### config.mk
export PLATFORM = sky130hd
export DESIGN_NAME = sr_cmd_sequencer_flat
export DESIGN_NICKNAME = d
export VERILOG_FILES = /design/src/rtl/sr_cmd_sequencer_if.sv /design/src/rtl/sr_cmd_sequencer.sv /design/src/flat_wrapper.sv
export SDC_FILE = /design/constraint.sdc
export NUM_CORES = 1
export LEC_CHECK = 0
export ABC_AREA = 1
export CAP_MARGIN = 0
export CORE_ASPECT_RATIO = 1.5
export CORE_MARGIN = 2
export CORE_UTILIZATION = 35
export DETAILED_ROUTE_END_ITERATION = 7
export GPL_TIMING_DRIVEN = 0
export SKIP_CTS_REPAIR_TIMING = 1
export SLEW_MARGIN = 30
export SYNTH_ARGS = -nofsm -noshare
export SYNTH_HDL_FRONTEND = slang
export SYNTH_SLANG_ARGS = --single-unit
### constraint.sdc
create_clock -name clk -period 1.9 [get_ports clk]
set_clock_uncertainty 0.05 [all_clocks]
set_input_delay 0.285 -clock clk [delete_from_list [all_inputs] [get_ports clk]]
set_output_delay 0.285 -clock clk [all_outputs]
set_load 0.05 [all_outputs]
### src/rtl/sr_cmd_sequencer_if.sv
// Signal bundle between the command sequencer and its environment: the raw
// set/clear requests and flip-flop feedback in, the S/R drive and status out.
interface sr_cmd_sequencer_if;
    logic set_req;
    logic clr_req;
    logic q_fb;
    logic S;
    logic R;
    logic busy;
    logic exp_q;
    logic err;

    // Environment side: issues requests, returns Q, observes drive and status.
    modport master (
        output set_req, clr_req, q_fb,
        input  S, R, busy, exp_q, err
    );

    // Sequencer side.
    modport slave (
        input  set_req, clr_req, q_fb,
        output S, R, busy, exp_q, err
    );
endinterface

### src/rtl/sr_cmd_sequencer.sv
// Command front-end for an SR flip-flop. Raw set/clear requests are
// synchronised and debounced, and each debounced rising edge becomes an event.
// Events are turned into fixed-width S or R pulses that never overlap. After
// each pulse there is a hold-off period, at the end of which the flip-flop's Q
// is compared against the expected state. A sticky error flag records any
// disagreement.
module sr_cmd_sequencer #(
    parameter int DB_CYCLES      = 4,
    parameter int PULSE_CYCLES   = 2,
    parameter int HOLDOFF_CYCLES = 3,
    parameter int CNT_W          = 8
) (
    input  logic              clk,
    input  logic              rst_n,
    sr_cmd_sequencer_if.slave bus
);

    typedef enum logic [1:0] {IDLE, SET_P, CLR_P, HOLD} state_t;
    typedef enum logic [1:0] {REQ_NONE, REQ_SET, REQ_CLR} req_t;

    localparam logic [CNT_W-1:0] DB_LAST    = CNT_W'(DB_CYCLES - 1);
    localparam logic [CNT_W-1:0] PULSE_LAST = CNT_W'(PULSE_CYCLES - 1);
    localparam logic [CNT_W-1:0] HOLD_LAST  = CNT_W'(HOLDOFF_CYCLES - 1);

    // Bit 0 carries the set request and bit 1 carries the clear request.
    logic [1:0]       raw;
    logic [1:0]       sync1;
    logic [1:0]       sync2;
    logic [1:0]       db;
    logic [1:0]       db_d;
    logic [CNT_W-1:0] db_cnt [2];
    logic [1:0]       ev;

    assign raw = {bus.clr_req, bus.set_req};

    // Two-flop synchronizer followed by a debouncer, one per request.
    // NOTE: every register, including the small debounce counter array, is
    // cleared by the async reset so that no stale event survives rst_n.
    always_ff @(posedge clk or negedge rst_n) begin
        if (!rst_n) begin
            sync1 <= '0;
            sync2 <= '0;
            db    <= '0;
            db_d  <= '0;
            for (int i = 0; i < 2; i++) db_cnt[i] <= '0;
        end else begin
            // NOTE: non-blocking assignments here make sync2 take the old
            // sync1, so the two flops really form a two-stage chain.
            sync1 <= raw;
            sync2 <= sync1;
            db_d  <= db;
            for (int i = 0; i < 2; i++) begin
                if (sync2[i] != db[i]) begin
                    if (db_cnt[i] == DB_LAST) begin
                        db[i]     <= sync2[i];
                        db_cnt[i] <= '0;
                    end else begin
                        db_cnt[i] <= db_cnt[i] + 1'b1;
                    end
                end else begin
                    db_cnt[i] <= '0;
                end
            end
        end
    end

    // An event is a one-cycle pulse on the rising edge of the debounced level.
    assign ev = db & ~db_d;

    state_t           state, state_nx;
    req_t             pend, pend_nx;
    req_t             req_now, take;
    logic [CNT_W-1:0] cnt, cnt_nx;
    logic             s_q, s_nx;
    logic             r_q, r_nx;
    logic             exp_q_q, exp_nx;
    logic             err_q, err_nx;

    // FSM state, the pulse/hold counter, the registered drive and the pending
    // request.
    always_ff @(posedge clk or negedge rst_n) begin
        if (!rst_n) begin
            state   <= IDLE;
            pend    <= REQ_NONE;
            cnt     <= '0;
            s_q     <= 1'b0;
            r_q     <= 1'b0;
            exp_q_q <= 1'b0;
            err_q   <= 1'b0;
        end else begin
            state   <= state_nx;
            pend    <= pend_nx;
            cnt     <= cnt_nx;
            s_q     <= s_nx;
            r_q     <= r_nx;
            exp_q_q <= exp_nx;
            err_q   <= err_nx;
        end
    end

    // Next state logic: event qualification, pulse and hold timing, Q check
    // and pending capture.
    always_comb begin
        // NOTE: every signal gets a default value before the case statement,
        // so no path leaves a signal unassigned and no latch is inferred.
        state_nx = state;
        pend_nx  = pend;
        cnt_nx   = cnt;
        s_nx     = s_q;
        r_nx     = r_q;
        exp_nx   = exp_q_q;
        err_nx   = err_q;
        take     = REQ_NONE;

        // When both events fire in the same cycle, clear wins.
        if (ev[1])      req_now = REQ_CLR;
        else if (ev[0]) req_now = REQ_SET;
        else            req_now = REQ_NONE;

        case (state)
            IDLE: begin
                // A fresh event is newer than the pending one. Either way,
                // the pending entry is consumed here.
                take    = (req_now != REQ_NONE) ? req_now : pend;
                pend_nx = REQ_NONE;
                if (take == REQ_CLR && exp_q_q) begin
                    state_nx = CLR_P;
                    r_nx     = 1'b1;
                    cnt_nx   = '0;
                end else if (take == REQ_SET && !exp_q_q) begin
                    state_nx = SET_P;
                    s_nx     = 1'b1;
                    cnt_nx   = '0;
                end
            end
            SET_P: begin
                if (cnt == PULSE_LAST) begin
                    s_nx     = 1'b0;
                    exp_nx   = 1'b1;
                    state_nx = HOLD;
                    cnt_nx   = '0;
                end else begin
                    cnt_nx = cnt + 1'b1;
                end
            end
            CLR_P: begin
                if (cnt == PULSE_LAST) begin
                    r_nx     = 1'b0;
                    exp_nx   = 1'b0;
                    state_nx = HOLD;
                    cnt_nx   = '0;
                end else begin
                    cnt_nx = cnt + 1'b1;
                end
            end
            HOLD: begin
                if (cnt == HOLD_LAST) begin
                    if (bus.q_fb != exp_q_q) err_nx = 1'b1;
                    state_nx = IDLE;
                    cnt_nx   = '0;
                end else begin
                    cnt_nx = cnt + 1'b1;
                end
            end
            default: state_nx = IDLE;
        endcase

        // While busy, the newest event overwrites the single pending slot.
        if (state != IDLE && req_now != REQ_NONE) pend_nx = req_now;
    end

    assign bus.S     = s_q;
    assign bus.R     = r_q;
    assign bus.busy  = (state != IDLE);
    assign bus.exp_q = exp_q_q;
    assign bus.err   = err_q;

endmodule

### src/flat_wrapper.sv
// flat-port wrapper written by rule: the top's interface ports become plain ports
module sr_cmd_sequencer_flat 
#(
    parameter int DB_CYCLES      = 4,
    parameter int PULSE_CYCLES   = 2,
    parameter int HOLDOFF_CYCLES = 3,
    parameter int CNT_W          = 8
)
  (clk, rst_n, bus_set_req, bus_clr_req, bus_q_fb, bus_S, bus_R, bus_busy, bus_exp_q, bus_err);
  sr_cmd_sequencer_if bus_i ();
  input  logic clk;
  input  logic rst_n;
  input wire logic [$bits(bus_i.set_req)-1:0] bus_set_req;
  input wire logic [$bits(bus_i.clr_req)-1:0] bus_clr_req;
  input wire logic [$bits(bus_i.q_fb)-1:0] bus_q_fb;
  output wire logic [$bits(bus_i.S)-1:0] bus_S;
  output wire logic [$bits(bus_i.R)-1:0] bus_R;
  output wire logic [$bits(bus_i.busy)-1:0] bus_busy;
  output wire logic [$bits(bus_i.exp_q)-1:0] bus_exp_q;
  output wire logic [$bits(bus_i.err)-1:0] bus_err;
  assign bus_i.set_req = bus_set_req;
  assign bus_i.clr_req = bus_clr_req;
  assign bus_i.q_fb = bus_q_fb;
  assign bus_S = bus_i.S;
  assign bus_R = bus_i.R;
  assign bus_busy = bus_i.busy;
  assign bus_exp_q = bus_i.exp_q;
  assign bus_err = bus_i.err;
  sr_cmd_sequencer #(.DB_CYCLES(DB_CYCLES), .PULSE_CYCLES(PULSE_CYCLES), .HOLDOFF_CYCLES(HOLDOFF_CYCLES), .CNT_W(CNT_W)) u_core (.clk(clk), .rst_n(rst_n), .bus(bus_i));
endmodule
# == Word level (Yosys, flattened, before mapping) ==
# Cells that the tools add are included.
# totals
mem_bits_ro,0
ramBits,0
reg_bits,40
in_bits,5
latchBits,0
memories,0
elab_cells,85
output_inout_bits,5
# op_classes
shift,0
n_lt_le_gt_ge,0
div,0
multipliers,0
n_mux,27
eq_ne,20
add_sub_neg,3
reduce_logical,19
n_bitwise,2
# op_table
cell,count
8-bit 2-to-1 mux,8
8-bit by 1-bit adder with 8-bit output (second input constant),3
8-bit by 2-bit equality test with 1-bit output (second input constant),3
8-bit case mux with 3 select lines,1
2-bit 2-to-1 mux,8
2-bit by 1-bit inequality test with 1-bit output (second input constant),6
3-bit AND reduction,4
2-bit nonzero test,6
8-bit by 1-bit equality test with 1-bit output (second input constant),1
2-bit equality test (second input constant),3
1-bit 2-to-1 mux,6
1-bit case mux with 2 select lines,3
2-bit case mux with 3 select lines,1
2-bit by 1-bit equality test with 1-bit output (second input constant),2
2-bit AND reduction,2
4-bit AND reduction,1
1-bit logical AND,3
1-bit inequality test,3
3-bit by 1-bit inequality test with 1-bit output (second input constant),1
2-bit AND,1
2-bit logical NOT,1
2-bit inequality test (second input constant),1
2-bit inverter,1
2-bit OR reduction,1
1-bit logical NOT,1

# == Longest topological paths before layout ==
# Gate-level depths: netlist of the first run.
# depth
ltp_word,11
ltp_mapped,9
mapped_depth_nobuf,9

# == Least setup slack after synthesis of the first run ==
# Ideal clock, no wire load.
# synth_path
path_kind,reg-to-reg
start,register u_core.state[0]
end,register u_core.cnt[3]
required_time_ns,1.719
stages_incl_launch_ff,6
path_slack_ns,0.366
setup_time_ns,0.131
path_buffers,0
t_arrival_ns,1.352
synth_period_minus_slack_ns,1.534
cell_sequence,dfrtp_1 -> inv_1 -> ha_1 -> inv_1 -> o2111ai_1 -> o21ai_0
# synth_via
elab_chain_len,3
word_cells_on_any_way,7
cone_classes,4 x eq/ne; 1 x mux; 2 x reduce/logical
# synth_rtl
element,line_no,source
"start, declared",sr_cmd_sequencer.sv:70,"state_t state, state_nx;"
"start signal, assigned",sr_cmd_sequencer.sv:91,state <= state_nx;
2-bit by 1-bit equality test with 1-bit output / 2-bit equality test (equally long branches),sr_cmd_sequencer.sv:120,case (state)
2-bit OR reduction (no source line),--,
8-bit case mux with 3 select lines,sr_cmd_sequencer.sv:120,
"end signal, assigned",sr_cmd_sequencer.sv:93,cnt <= cnt_nx;
"end, declared",sr_cmd_sequencer.sv:73,"logic [CNT_W-1:0] cnt, cnt_nx;"
# Parallel ways exist; a longest one is shown, timed or not.
# A chain may end at the register's enable or synchronous reset.

# == Worst setup path after layout of the first run ==
# layout_path
start,"register u_core.s_q, in the netlist u_core.bus.S"
end,output port bus_S
# layout_rtl
element,line_no,source
"start, declared",sr_cmd_sequencer.sv:74,"logic s_q, s_nx;"
"start signal, assigned",sr_cmd_sequencer.sv:94,s_q <= s_nx;
"end, declared",flat_wrapper.sv:16,output wire logic [$bits(bus_i.S)-1:0] bus_S;
# No word-level cell between the ends.

==> impl_metrics.yaml, run 1 <==
critical_path:
  r2r-start: "u_core.state[0]"
  crit_type: "reg -> out"
  path_depth: 1
  worst-path-buf-inv: 1
  r2r_cells: 8
  worstPathCellList: "clkdlybuf4s50_1"
  crit_required_ps: 1560
  worstPathArrival_ps: 1470
  crit_fanout: 3
  cp-end-kind: "output pin"
  rrSetupSlack_ps: 340
  slowest_delay_ps: 810
  cp_slowest_cell: "clkdlybuf4s50_1"
  critical_path.top_delay_family: "buffers and inverters"
  cp-start-kind: "register"
  cp-endpoint: "bus_S"
  rr_endpoint: "u_core.cnt[0]"
  startpoint: "u_core.bus.S"
sta:
  period_share: 0.951
  hold_viol_final: 0
  fmax_mhz: 553
  setup_viol: 0
  slew_viol_final: 0
  slew_headroom: 0.667
  worst_pin_slew_ps: 498
  fin_crit_ps: 1810
  setup_ws_ps: 93.1
  rsz0062_at_grt: "no"
cts:
  clock_latency_ps: 290
  cts.clk_slew.worst_paths_ps: 70
  clock_tree.root_cell: "clkbuf_8"
  cts_max_level: 2
  clockBufferDepth: 2
  numCtsBuffers: 5
  cts_sinks: 40
  cts_tree: "yes"
layout:
  fin_nets: 279
  final_cell_mix: "nand2_1, dfrtp_1, inv_1"
  layout.cells.most_common: "nand2_1"
  fin_area_um2: 2330
  antenna_cells: 0
  drive_gt1_frac: 0.0865
  fillCellCount: 594
  syn2layout_area_growth_pct: 15.5
detailed_routing:
  drt_iter0_markers: 73
  dr.pass1.iters: 5
  vias: 1528
  wire_per_inst_um: 10.7
  route.antenna.remaining_nets: 0
  wl_um: 3590
  via_per_inst: 4.55
  drc: 0
global_route:
  grt_max_degree: 26
  top_usage_layer: "met2"
  grt_pass1_wl_um: 6530
  grt_pass1_vias: 1529
  use_met1: 0.154
  use_met3: 0.0290
  grt.total_usage: 0.130
  antenna_found_initial: 0
  grt_util_met2: 0.221
  grt_overflow: 0
pwr:
  peakVddDrop_mv: 1.05
  p_per_area_nw_per_um2: 1440
  p_switching_mw: 1.42
  swShare: 0.423
  combPwrFrac: 0.433
  total_power_mw: 3.35
  p_clk_frac: 0.205
  p_leak_nw: 1.16
  pwr-share-seq: 0.362
  p_int_mw: 1.93
placed_design:
  dp_slack_ps: -270
  portBuffers: 9
  routabilityCongestion: 0.797
  hpwl_um: 2690
  postPlaceCellArea_um2: 2210
synth:
  synthDistinctLibCells: 20
  synth.cell_area_um2: 2020
  syn_nets: 261
  synth_seq_area_share: 0.495
  ys_seq_elements: 40
  synth_cells: 247
  syn_area_per_cell_um2: 8.19
  yosysWarnings: 0
worst_hold_path:
  worstHoldStart: "u_core.sync1[0]"
  hold_class: "reg -> reg"
floorplanning:
  die_width_um: 66.1
  rows: 33
  initial_core_util: 0.365
  coreArea_um2: 5530
  ioPinCount: 10
  die_height_um: 97.1
  die_area_um2: 6410
flow_run:
  drv_cap: 0
status:
  outcome: "completed"
==> synthesized netlist by cell type, drive strengths merged <==
| master | instances | area, µm² |
|---|---|---|
| a21oi | 11 | 55.1 |
| a31o | 1 | 8.76 |
| dfrtp | 40 | 1000 |
| ha | 9 | 113 |
| inv | 40 | 150 |
| nand2 | 64 | 245 |
| nand3 | 15 | 85.1 |
| nand4 | 4 | 25.0 |
| nor2 | 35 | 159 |
| nor3 | 5 | 25.0 |
| o2111ai | 1 | 8.76 |
| o21ai | 12 | 60.1 |
| o21bai | 1 | 7.51 |
| xnor2 | 3 | 26.3 |
| xor2 | 6 | 52.6 |
==> metal layers <==
layer	vias to the layer above	share of wire
met5	-	0
met4	0	0.019
met3	6	0.029
met2	21	0.50
met1	696	0.45
li1	805	-
==> sequential cells by signal (all words and copies together), names as in the netlist <==
signal and count:
u_core.sync1 2, u_core.sync2 2, u_core.db_cnt 16, u_core.bus.S 1, u_core.db 2, u_core.pend 2, u_core.db_d 2, u_core.cnt 8
u_core.bus.R 1, u_core.bus.exp_q 1, u_core.bus.err 1, u_core.state 2
==> cell families after synthesis <==
family                     Yosys count  share of synthesized area
and+or+nand+nor                    123                      0.267
buffers and inverters               40                     0.0743
DFF                                 40                      0.495
AOI/OAI and AO/OA                   26                     0.0693
xor gates and xnor gates             9                     0.0390
adders and majority gates            9                     0.0557
==> layout make-up <==
class	instances	area (µm²)	area share
timing repair buffer	11	115	0.0493
tap	70	87.6	0.0375
clock buffer	6	72.6	0.0311
multi-input combinational	167	873	0.374
clock inverter	2	35.0	0.0150
inverter	40	150	0.0643
sequential	40	1000	0.429
==> per-stage QoR <==
step | util | instances | hold WS (ps) | TNS, ps
finish | 0.422 | 336 | 302 | 0
global route | 0.422 | 336 | 324 | 0
CTS | 0.420 | 335 | -139 | -642
detailed placement | 0.400 | 327 | 180 | -270
global placement | 0.398 | 326 | 292 | -24390
floorplan | - | 247 | -60.6 | 0
==> power by group through the flow <==
stage / Sequential, mW / Clock [mW] / Combinational (mW)
4_1_cts: 1.22 / 0.714 / 1.46
6_report: 1.21 / 0.688 / 1.45
3_5_place_dp: 1.24 / 0 / 1.45
3_3_place_gp: 1.23 / 0 / 1.44
5_1_grt: 1.25 / 0.749 / 1.65
2_1_floorplan: 1.34 / 0 / 0.970
==> how the worst min path moves through the flow <==
stage	depth (start not counted)	end	slack, ps
after floorplan	0	u_core.bus.R	-60
after global placement	0	u_core.sync2[0]	290
after detailed placement	1	u_core.db_cnt[3]	180
after CTS	1	u_core.db_cnt[3]	-140
after global routing	0	u_core.sync2[0]	320
final	0	u_core.sync2[0]	300
(Power assumes the default switching activity.)
==> inputs of run 2 (changes only) <==
CORE_UTILIZATION = 59   (was 35)
PLACE_DENSITY = 0.78   (was unset)
==> impl_metrics.yaml, run 2 (synthesized netlist as in run 1, its figures left out) <==
worst_hold_path:
  min_path_cells: 0
  worstHoldStart: "u_core.sync1[1]"
  hold_end: "u_core.sync2[1]"
  hold_class: "reg -> reg"
sta:
  worst_pin_slew_ps: 512
  whs_ps: 308
  setup_ws_ps: 91.3
  slew_viol_final: 0
  slew_headroom: 0.657
  period_share: 0.952
  fmax_mhz: 553
  fin_crit_ps: 1810
  setup_viol: 0
  hold_viol_final: 0
  rsz0062_at_grt: "no"
critical_path:
  worst-path-buf-inv: 1
  r2r_cells: 8
  cp-start-kind: "register"
  r2r-start: "u_core.state[1]"
  crit_type: "reg -> out"
  startpoint: "u_core.bus.S"
  crit_fanout: 3
  rrSetupSlack_ps: 340
  critical_path.top_delay_family: "buffers and inverters"
  worstPathArrival_ps: 1470
  cp-end-kind: "output pin"
  rr_endpoint: "u_core.cnt[4]"
  crit_required_ps: 1560
  cp_slowest_cell: "clkdlybuf4s50_1"
  slowest_delay_ps: 820
  worstPathCellList: "clkdlybuf4s50_1"
layout:
  antenna_cells: 0
  layout.cells.most_common: "nand2_1"
  register_area_um2: 1000
  reg_top3: "u_core.db_cnt x16, u_core.cnt x8"
  fin_area_um2: 2280
  stdcell_count: 307
  final_cell_mix: "nand2_1, dfrtp_1, inv_1"
  fillCellCount: 276
  multi_input_area_um2: 873
  syn2layout_area_growth_pct: 12.6
  fin_nets: 279
  drive_gt1_frac: 0.0792
  finalCoreUtilization: 0.680
  largest_reg_flops: 16
  regMostFlops: "u_core.db_cnt"
pwr:
  p_per_area_nw_per_um2: 1400
  peakVddDrop_mv: 1.05
  p_leak_nw: 1.15
cts:
  clock_latency_ps: 290
  numCtsBuffers: 5
  cts_tree: "yes"
  cts.clk_slew.worst_paths_ps: 70
  cts_sinks: 40
  clock_tree.root_cell: "clkbuf_8"
  clockBufferDepth: 2
  cts_max_level: 2
detailed_routing:
  vias: 1549
  drt_iter0_markers: 28
  via_per_inst: 5.05
  dr.pass1.iters: 4
  drc: 0
  wl_um: 3510
  wire_per_inst_um: 11.4
  route.antenna.remaining_nets: 0
floorplanning:
  rows: 26
  initial_core_util: 0.603
  ioPinCount: 10
  die_height_um: 75.7
  die_area_um2: 3920
  die_width_um: 51.8
  coreArea_um2: 3350
placed_design:
  portBuffers: 9
  dp_slack_ps: -239
  dp_cells: 299
  routabilityCongestion: 0.845
  hpwl_um: 2680
  postPlaceCellArea_um2: 2190
global_route:
  grt.total_usage: 0.213
  grt_max_degree: 22
  grt_overflow: 0
  grt_pass1_vias: 1505
  grt_pass1_wl_um: 6130
  antenna_found_initial: 0
status:
  outcome: "completed"
flow_run:
  drv_cap: 0
run 2: cell types whose count changed in the layout (fill, tap and decap cells not counted):
cell and change:
buf_12 -1, buf_16 +1, bufinv_16 -1, inv_1 +1
inv_2 -1
run 2: final cells by class:
class | instances | share of cell area
Sequential cell | 40 | 0.440
Multi-Input combinational cell | 167 | 0.384
Inverter | 40 | 0.0659
Timing Repair Buffer | 11 | 0.0538
Clock buffer | 6 | 0.0319
Tap cell | 42 | 0.0231
Clock inverter | 1 | 0.00220
run 2: how the worst max path moves through the flow:
stage	endpoint	slack (ps)	cells past startpoint
6_report	bus_S	90	1
5_1_grt	bus_busy	7	4
4_1_cts	bus_busy	-580	4
3_5_place_dp	bus_busy	-240	4
3_3_place_gp	u_core.state[0]	-490	1
2_1_floorplan	u_core.cnt[3]	370	5
run 2: per-layer routing:
metal / routed length (µm) / global-route usage / up-vias
met2: 1850 / 0.385 / 22
met1: 1470 / 0.237 / 717
met3: 104 / 0.0412 / 7
met4: 84 / 0.105 / 0
met5: 0 / 0 / -
li1: - / - / 803
run 2: where the power goes:
part	leakage [nW]	internal [mW]	switching, mW
Clock	0.0410	0.250	0.277
Sequential	0.519	1.05	0.172
Combinational	0.587	0.495	0.946
Total	1.15	1.79	1.40
run 2: per-stage QoR:
step	setup TNS [ps]	total power [mW]
final	0	3.19
after floorplan	0	2.31
after global routing	0	3.46
after detailed placement	-239	2.68
after global placement	-19850	2.65
after CTS	-626	3.23
